File: config.mk
export PLATFORM = sky130hd
export DESIGN_NAME = backbone_j_collect
export DESIGN_NICKNAME = d
export VERILOG_FILES = /design/src/rtl/backbone_pkg.sv /design/src/rtl/backbone_sum_acc.sv /design/src/rtl/backbone_j_collect.sv
export SDC_FILE = /design/constraint.sdc
export NUM_CORES = 2
export LEC_CHECK = 0
export ABC_AREA = 1
export CAP_MARGIN = 10
export CORE_MARGIN = 4
export CORE_UTILIZATION = 40
export CTS_CLUSTER_DIAMETER = 60
export DETAILED_ROUTE_END_ITERATION = 16
export GPL_ROUTABILITY_DRIVEN = 0
export GPL_TIMING_DRIVEN = 0
export PLACE_DENSITY_LB_ADDON = 0.3
export SLEW_MARGIN = 30
export SYNTH_ARGS = -nofsm -noshare
export SYNTH_HDL_FRONTEND = slang
export SYNTH_HIERARCHICAL = 1
export SYNTH_SLANG_ARGS = --single-unit
export TNS_END_PERCENT = 50
File: constraint.sdc
create_clock -name clk -period 1.89 [get_ports clk]
set_input_delay 0.2835 -clock clk [delete_from_list [all_inputs] [get_ports clk]]
set_output_delay 0.2835 -clock clk [all_outputs]
set_load 0.005 [all_outputs]
File: src/rtl/backbone_pkg.sv
//------------------------------------------------------------------------------
// Module   : backbone_pkg
// Purpose  : Shared slot width and collector state encodings.
// Revision : 1.0 - initial release
//------------------------------------------------------------------------------
`default_nettype none

package backbone_pkg;

  // Width of one backbone slot (signed two's complement)
  localparam int SLOT_W = 32;

  // Frame collector states
  typedef enum logic [1:0] {
    IDLE    = 2'b00,
    COLLECT = 2'b01,
    DONE    = 2'b10
  } state_t;

endpackage

`default_nettype wire

File: src/rtl/backbone_sum_acc.sv
//------------------------------------------------------------------------------
// Module   : backbone_sum_acc
// Purpose  : Signed running accumulator with clear / load / add controls.
//            Exposes the next-state value so the parent can capture the
//            final sum on the same edge as the last slot write.
// Revision : 1.0 - initial release
//------------------------------------------------------------------------------
`default_nettype none

module backbone_sum_acc
  import backbone_pkg::*;
#(
  parameter int SUM_W = 36
) (
  input  logic                    clk,
  input  logic                    rst_n,
  input  logic                    clr_i,
  input  logic                    load_i,
  input  logic                    add_i,
  input  logic [SLOT_W-1:0]       din_i,
  output logic signed [SUM_W-1:0] acc_nxt_o
);

  logic signed [SUM_W-1:0] acc_q;
  logic signed [SUM_W-1:0] acc_d;
  logic signed [SUM_W-1:0] w_din_ext;

  assign w_din_ext = {{(SUM_W-SLOT_W){din_i[SLOT_W-1]}}, din_i};

  // Next accumulator value: clear beats load beats add
  always_comb begin
    acc_d = acc_q;
    if (clr_i) begin
      acc_d = '0;
    end else if (load_i) begin
      acc_d = w_din_ext;
    end else if (add_i) begin
      acc_d = acc_q + w_din_ext;
    end
  end

  // Accumulator register
  always_ff @(posedge clk or negedge rst_n) begin
    if (!rst_n) begin
      acc_q <= '0;
    end else begin
      acc_q <= acc_d;
    end
  end

  assign acc_nxt_o = acc_d;

endmodule

`default_nettype wire

File: src/rtl/backbone_j_collect.sv
//------------------------------------------------------------------------------
// Module   : backbone_j_collect
// Purpose  : Collects one backbone value plus J-1 generated backbone_J values
//            into a packed J-slot frame, with optional signed frame sum.
//            Optional feature macro: BACKBONE_J_SUM_EN (running sum).
// Revision : 1.0 - initial release
//------------------------------------------------------------------------------
`default_nettype none

module backbone_j_collect
  import backbone_pkg::*;
#(
  parameter  int J         = 14,
  localparam int J_WIDTH   = $clog2(J) + 1,
  localparam int SUM_WIDTH = 32 + $clog2(J)
) (
  input  logic                   clk,
  input  logic                   rst_n,
  input  logic [SLOT_W-1:0]      backbone,
  input  logic                   backbone_tvalid,
  input  logic                   backbone_J_tvalid,
  input  logic [SLOT_W-1:0]      backbone_J,
  input  logic                   err_clr,
  output logic [J*SLOT_W-1:0]    backbone_vec,
  output logic                   backbone_vec_tvalid,
  output logic [SUM_WIDTH-1:0]   backbone_sum,
  output logic                   busy,
  output logic                   stray_err,
  output logic                   overrun_err
);

  state_t                    state_q, state_d;
  logic [J_WIDTH-1:0]        cnt_q, cnt_d;
  logic [J-1:0][SLOT_W-1:0]  stage_q, stage_d;
  logic [J*SLOT_W-1:0]       vec_q, vec_d;
  logic                      stray_q, stray_d;
  logic                      overrun_q, overrun_d;
  logic                      w_last;

  // Next-state, slot staging and frame-complete detection
  always_comb begin
    state_d = state_q;
    cnt_d   = cnt_q;
    stage_d = stage_q;
    w_last  = 1'b0;
    case (state_q)
      IDLE: begin
        if (backbone_tvalid) begin
          stage_d[0] = backbone;
          cnt_d      = J_WIDTH'(1);
          state_d    = COLLECT;
        end
      end
      COLLECT: begin
        if (backbone_J_tvalid) begin
          for (int k = 1; k < J; k++) begin
            if (cnt_q == J_WIDTH'(k)) begin
              stage_d[k] = backbone_J;
            end
          end
          cnt_d = cnt_q + 1'b1;
          if (cnt_q == J_WIDTH'(J - 1)) begin
            w_last  = 1'b1;
            state_d = DONE;
          end
        end
      end
      DONE: begin
        // A new frame start in the publish cycle is accepted, never lost
        if (backbone_tvalid) begin
          stage_d[0] = backbone;
          cnt_d      = J_WIDTH'(1);
          state_d    = COLLECT;
        end else begin
          cnt_d   = '0;
          state_d = IDLE;
        end
      end
      default: begin
        cnt_d   = '0;
        state_d = IDLE;
      end
    endcase
    // Output frame is loaded on the last-slot edge so it is valid in DONE
    vec_d = w_last ? stage_d : vec_q;
  end

  // Sticky error flags: a new event in the clear cycle wins
  always_comb begin
    stray_d   = (stray_q & ~err_clr) | (backbone_J_tvalid & (state_q != COLLECT));
    overrun_d = (overrun_q & ~err_clr) | (backbone_tvalid & (state_q == COLLECT));
  end

  // State, staging, published frame and error registers
  always_ff @(posedge clk or negedge rst_n) begin
    if (!rst_n) begin
      state_q   <= IDLE;
      cnt_q     <= '0;
      stage_q   <= '0;
      vec_q     <= '0;
      stray_q   <= 1'b0;
      overrun_q <= 1'b0;
    end else begin
      state_q   <= state_d;
      cnt_q     <= cnt_d;
      stage_q   <= stage_d;
      vec_q     <= vec_d;
      stray_q   <= stray_d;
      overrun_q <= overrun_d;
    end
  end

  assign backbone_vec        = vec_q;
  assign backbone_vec_tvalid = (state_q == DONE);
  assign busy                = (state_q != IDLE);
  assign stray_err           = stray_q;
  assign overrun_err         = overrun_q;

`ifdef BACKBONE_J_SUM_EN
  logic                        w_acc_load;
  logic                        w_acc_add;
  logic                        w_acc_clr;
  logic [SLOT_W-1:0]           w_acc_din;
  logic signed [SUM_WIDTH-1:0] w_acc_nxt;
  logic [SUM_WIDTH-1:0]        sum_q;

  assign w_acc_load = backbone_tvalid & ((state_q == IDLE) | (state_q == DONE));
  assign w_acc_add  = backbone_J_tvalid & (state_q == COLLECT);
  assign w_acc_clr  = (state_q == DONE) & ~backbone_tvalid;
  assign w_acc_din  = w_acc_load ? backbone : backbone_J;

  backbone_sum_acc #(
    .SUM_W     (SUM_WIDTH)
  ) u_sum_acc (
    .clk       (clk),
    .rst_n     (rst_n),
    .clr_i     (w_acc_clr),
    .load_i    (w_acc_load),
    .add_i     (w_acc_add),
    .din_i     (w_acc_din),
    .acc_nxt_o (w_acc_nxt)
  );

  // Published sum follows the published frame
  always_ff @(posedge clk or negedge rst_n) begin
    if (!rst_n) begin
      sum_q <= '0;
    end else if (w_last) begin
      sum_q <= w_acc_nxt;
    end
  end

  assign backbone_sum = sum_q;
`else
  assign backbone_sum = '0;
`endif

endmodule

`default_nettype wire
# Yosys cells after proc, flatten, opt, wreduce, memory -nomap -nowiden

Index checks and enable logic that the tools add are counted.

Output and inout bits: 488
Word-level logic and storage cells: 80
Bits of input ports: 69
Register bits after elaboration: 905

Muxes and demuxes: 29
Bitwise gates (word level): 7
Add/subtract/negate cells: 1
Reduce and logical (&&, ||, !) cells: 5
Eq/ne operators: 19

Operator list:

| kind                                                | number |
|---|---|
| 2-to-1 mux 416 bit                                  | 2 |
| 2-to-1 mux 32 bit                                   | 15 |
| equality test 5 x 4 -> 1 bit, second input constant | 6 |
| equality test 5 x 3 -> 1 bit, second input constant | 4 |
| case mux 5 bit (3 select lines)                     | 1 |
| equality test 5 x 2 -> 1 bit, second input constant | 2 |
| 2-to-1 mux 5 bit                                    | 2 |
| 2-to-1 mux 2 bit                                    | 3 |
| != test 2 bit, second input constant                | 3 |
| case mux 2 bit (3 select lines)                     | 1 |
| adder 5 x 1 -> 5 bit, second input constant         | 1 |
| equality test 5 x 1 -> 1 bit, second input constant | 1 |
| 2-to-1 mux 1 bit                                    | 5 |
| bitwise AND 1 bit                                   | 4 |
| AND reduction 3 bit                                 | 1 |
| equality test 2 x 1 -> 1 bit, second input constant | 1 |
| equality test 2 bit, second input constant          | 1 |
| logical NOT 2 bit                                   | 1 |
| != test 2 x 1 -> 1 bit, second input constant       | 1 |
| OR 1 bit                                            | 2 |
| AND reduction 2 bit                                 | 1 |
| nonzero test 2 bit                                  | 1 |
| OR reduction 2 bit                                  | 1 |
| inverter 1 bit                                      | 1 |

# Longest topological paths before layout

Word-level depth: 4
Depth in mapped cells: 10
Gate-level depth less buffers: 9

# Worst setup path after synthesis

Ideal clock, no wire load.

Kind: register to register
From: register cnt_q[1]
To: register vec_q[280], in the netlist backbone_vec[280]
Slack: 0.248 ns
Clock period less this slack: 1.642 ns
Arrival: 1.525 ns
Data required time: 1.773 ns
Buffers on the path: 3
Stages on the path, launching flop included: 11
Cells stage by stage: dfrtp_1 inv_1 ha_1 inv_1 nor2_2 nand2_1 buf_2 buf_4 buf_2 nand2_1 nand2_1

Cells in the longest elaborated chain, start to end: 4
Elaborated cells between the ends (all ways): 8
Classes of those cells: 2 x eq/ne; 6 x mux

Ends and longest elaborated chain:

| what                                                          | RTL line                                           | source |
|---|---|---|
| start, declared                                               | backbone_j_collect.sv:33                           | `logic [J_WIDTH-1:0] cnt_q, cnt_d;` |
| start signal, assigned                                        | backbone_j_collect.sv:105                          | `cnt_q <= cnt_d;` |
| equality test 5 x 4 -> 1 bit (on tied branches)               | backbone_j_collect.sv:57, backbone_j_collect.sv:62 |  |
| 2-to-1 mux 32 bit / 2-to-1 mux 1 bit (equally long branches)  | backbone_j_collect.sv:57, backbone_j_collect.sv:62 |  |
| 2-to-1 mux 416 bit / 2-to-1 mux 1 bit (equally long branches) | backbone_j_collect.sv:55                           | `if (backbone_J_tvalid) begin` |
| 2-to-1 mux 416 bit / 2-to-1 mux 1 bit (equally long branches) | backbone_j_collect.sv:46                           | `case (state_q)` |
| end signal, assigned                                          | backbone_j_collect.sv:107                          | `vec_q <= vec_d;` |
| end, declared                                                 | backbone_j_collect.sv:35                           | `logic [J*SLOT_W-1:0] vec_q, vec_d;` |

Parallel ways exist; a longest one is shown, timed or not.
A chain may end at the register's enable or synchronous reset.

# Final worst setup path

From: input backbone_J[28]
To: register vec_q[124], in the netlist backbone_vec[124]

Cells in the longest elaborated chain, start to end: 3

Ends and longest elaborated chain:

| what               | RTL line                 | source |
|---|---|---|
| start, declared    | backbone_j_collect.sv:22 | `input logic [SLOT_W-1:0] backbone_J,` |
| 2-to-1 mux 32 bit  | backbone_j_collect.sv:57 | `if (cnt_q == J_WIDTH'(k)) begin` |
| 2-to-1 mux 416 bit | backbone_j_collect.sv:55 |  |
| 2-to-1 mux 416 bit | backbone_j_collect.sv:46 |  |

No other way between the ends.

==> flow_summary.json <==
{
  "first_global_vias": 30521,
  "avgRoutedWirePerCell_um": 22.1,
  "final_common_cell": "nand2_1",
  "syn_inst": 4256,
  "io-pin-count": 557,
  "finalCritPeriodShare_pct": 106,
  "core_mm2": 0.0918,
  "finalNetCount": 5038,
  "port_buffers": 520,
  "maxSlewViolCount": 0,
  "leakage_uw": 0.0256,
  "crit_required_ps": 2440,
  "grt_first_pass_wirelength_um": 201000,
  "drt_pre_antenna_iters": 6,
  "criticalPathCategory": "input pin to register",
  "synth_cell_type_count": 27,
  "cts_root_buffer": "clkbuf_16",
  "vias": 31406,
  "end_kind": "register",
  "cts.sinks": 873,
  "num_rows": 111,
  "path_cells": "clkdlybuf4s50_1, inv_1, clkbuf_2, nand3_1, nand3_2, nand2_1",
  "initial_core_util_pct": 40.3,
  "clockBufferDepth": 3,
  "fillers": 8316,
  "slowest_delay_ps": 720,
  "clk_pin_slew_ps": 60,
  "drc": 0,
  "status": "finished with violations",
  "drive_gt1_share_pct": 12.3,
  "timing.final.hold_violations": 362,
  "period_needed_ps": 2000,
  "setup_tns_ps": -2560,
  "start_kind": "input pin",
  "fin_hold_ws_ps": -147,
  "grt_antenna_before_repair": 8,
  "final_cell_mix": "nand2_1 (1598), dfrtp_1 (869), nand3_1 (542), inv_1 (431), clkdlybuf4s50_1 (384)",
  "place_area_mm2": 0.0444,
  "cts_tree": "yes",
  "yosys_warnings": 6,
  "yosysSeqAreaShare_pct": 59.0,
  "rsz0062_at_grt": "true",
  "crit_fanout": 10,
  "first_iter_violations": 2863,
  "cp.arrival_ps": 2550,
  "grt_overflow_total": 0,
  "routed_wl_um": 139000,
  "drv_cap": 0,
  "grt_max_degree": 124,
  "final_util_pct": 54.0,
  "fin_skew_ps": 32.0,
  "area_delta_synth_final_pct": 33.8,
  "post-route-worst-setup-slack_ps": -111,
  "grtUsageTotal_pct": 27.7,
  "hold_class": "input pin to async pin",
  "critical_path.slowest_cell": "clkdlybuf4s50_1",
  "design_area_mm2": 0.0495,
  "p_total_uw": 74700,
  "ir_drop_mv": 0.907,
  "die_area_mm2": 0.0975,
  "die_x_um": 312,
  "hpwlAfterDp_um": 95300,
  "cts_made_buffers": 97,
  "dp_cells": 6071,
  "max_freq_mhz": 500,
  "violations": "hold timing, setup timing",
  "die_h_um": 312,
  "setup_viol": 83,
  "synth-seq-cells": 873,
  "viasPerCell": 5.00,
  "syn-cell-area_mm2": 0.0370,
  "clock_latency_ps": 660,
  "htreeDepth": 3,
  "antenna_left": 0,
  "tightest_slew_ps": 1110,
  "syn_area_per_cell_um2": 8.70,
  "relSlewSlack_pct": 25.9,
  "fin_cells": 6285,
  "powerDensity_mw_per_mm2": 1510
}
## worst paths after layout
check                                    start                end  slack, ps  cells past startpoint
max in group asynchronous                rst_n         stage_q[6]        710                      6
min in group clk                   backbone[3]         stage_q[3]        190                      3
worst min-delay path                     rst_n       stage_q[138]       -150                      4
worst max register to register        cnt_q[2]  backbone_vec[326]        -30                     10
worst max-delay path            backbone_J[28]  backbone_vec[124]       -110                      6
worst min register to register     stage_q[13]        stage_q[13]        470                      2
## cell usage after synthesis
master | count | area [um2]
buf_6 | 2 | 22.5
o21ai_0 | 6 | 30.0
or2_2 | 1 | 6.26
dfrtp_1 | 873 | 21800
a41oi_1 | 1 | 8.76
ha_1 | 4 | 50.1
nand2_2 | 1 | 6.26
o211ai_1 | 1 | 7.51
inv_2 | 1 | 3.75
nor2_4 | 2 | 22.5
conb_1 | 1 | 3.75
xor2_1 | 1 | 8.76
nand2_1 | 1620 | 6080
and2_1 | 224 | 1400
nor2_2 | 5 | 31.3
nand3_2 | 1 | 10.0
o22ai_1 | 2 | 12.5
nor2_1 | 3 | 11.3
clkbuf_1 | 93 | 349
buf_4 | 80 | 601
nand4_1 | 1 | 6.26
nand3_1 | 614 | 3070
inv_1 | 440 | 1650
o21a_1 | 160 | 1200
buf_2 | 112 | 561
buf_1 | 6 | 22.5
a21oi_1 | 1 | 5.00
## flip-flops by register name, indices dropped and copies added, names as in the netlist
signal / flops
backbone_vec: 448
cnt_q: 5
overrun_err: 1
stage_q: 416
state_q: 2
stray_err: 1
## layout make-up
class,count,area [um2],area share [%]
plain buffers,293,2530,5.10
multi-input cells,2684,12600,25.5
diodes,4,10.0,0.0202
inverters,441,1680,3.39
clock inverters,40,568,1.15
well taps,1243,1560,3.14
repair buffers,575,6010,12.1
clock buffers,132,2740,5.53
flip-flops and latches,873,21900,44.1
## metrics by stage
stage                     hold WS (ps)  setup slack, ps
after floorplan                  -12.1              248
after global placement             452           -39910
after detailed placement           161            -1100
after CTS                         -121            -2.42
after global routing              -107             -112
final                             -147             -111
## worst max-delay path: cells and delay by family
kind                   cells  cell delay (ps)
buffers and inverters      3             1830
and+or+nand+nor            3              430
## cell families after synthesis
family / Yosys count / share of synthesized area (%)
buf+inv: 734 / 8.67
simple gates: 2472 / 28.8
other cells: 1 / 0.0101
fa+ha+maj: 4 / 0.135
xor+xnor: 1 / 0.0237
flops: 873 / 59.0
compound gates: 171 / 3.42
## repair_timing
| item | in CTS | in global routing |
|---|---|---|
| endpoints found under the setup margin | 967 | 733 |
| resized for setup | 352 | 298 |
| hold buffers | 5 | 2 |
| setup buffers | 18 | 7 |
| pin swaps | 8 | 74 |
| gates cloned | 0 | 6 |
| hold endpoints to repair | 469 | 165 |
## per-layer routing
metal | part of all wire, % | track usage (%) | wire, um
met4 | 4.9 | 11.8 | 6760
met5 | 0.043 | 0 | 60
met2 | 45 | 43.0 | 62500
met1 | 41 | 37.0 | 56800
met3 | 9.2 | 7.00 | 12800
## power by group
group          total, uW  leakage, uW  internal, uW  switching [uW]
Sequential         29600       0.0104         26200            3380
Clock              19800      0.00161         11800            8020
Combinational      25300       0.0136         12300           12900
Total              74700       0.0256         50300           24400
Note: power is estimated with default switching activity, not from simulation.
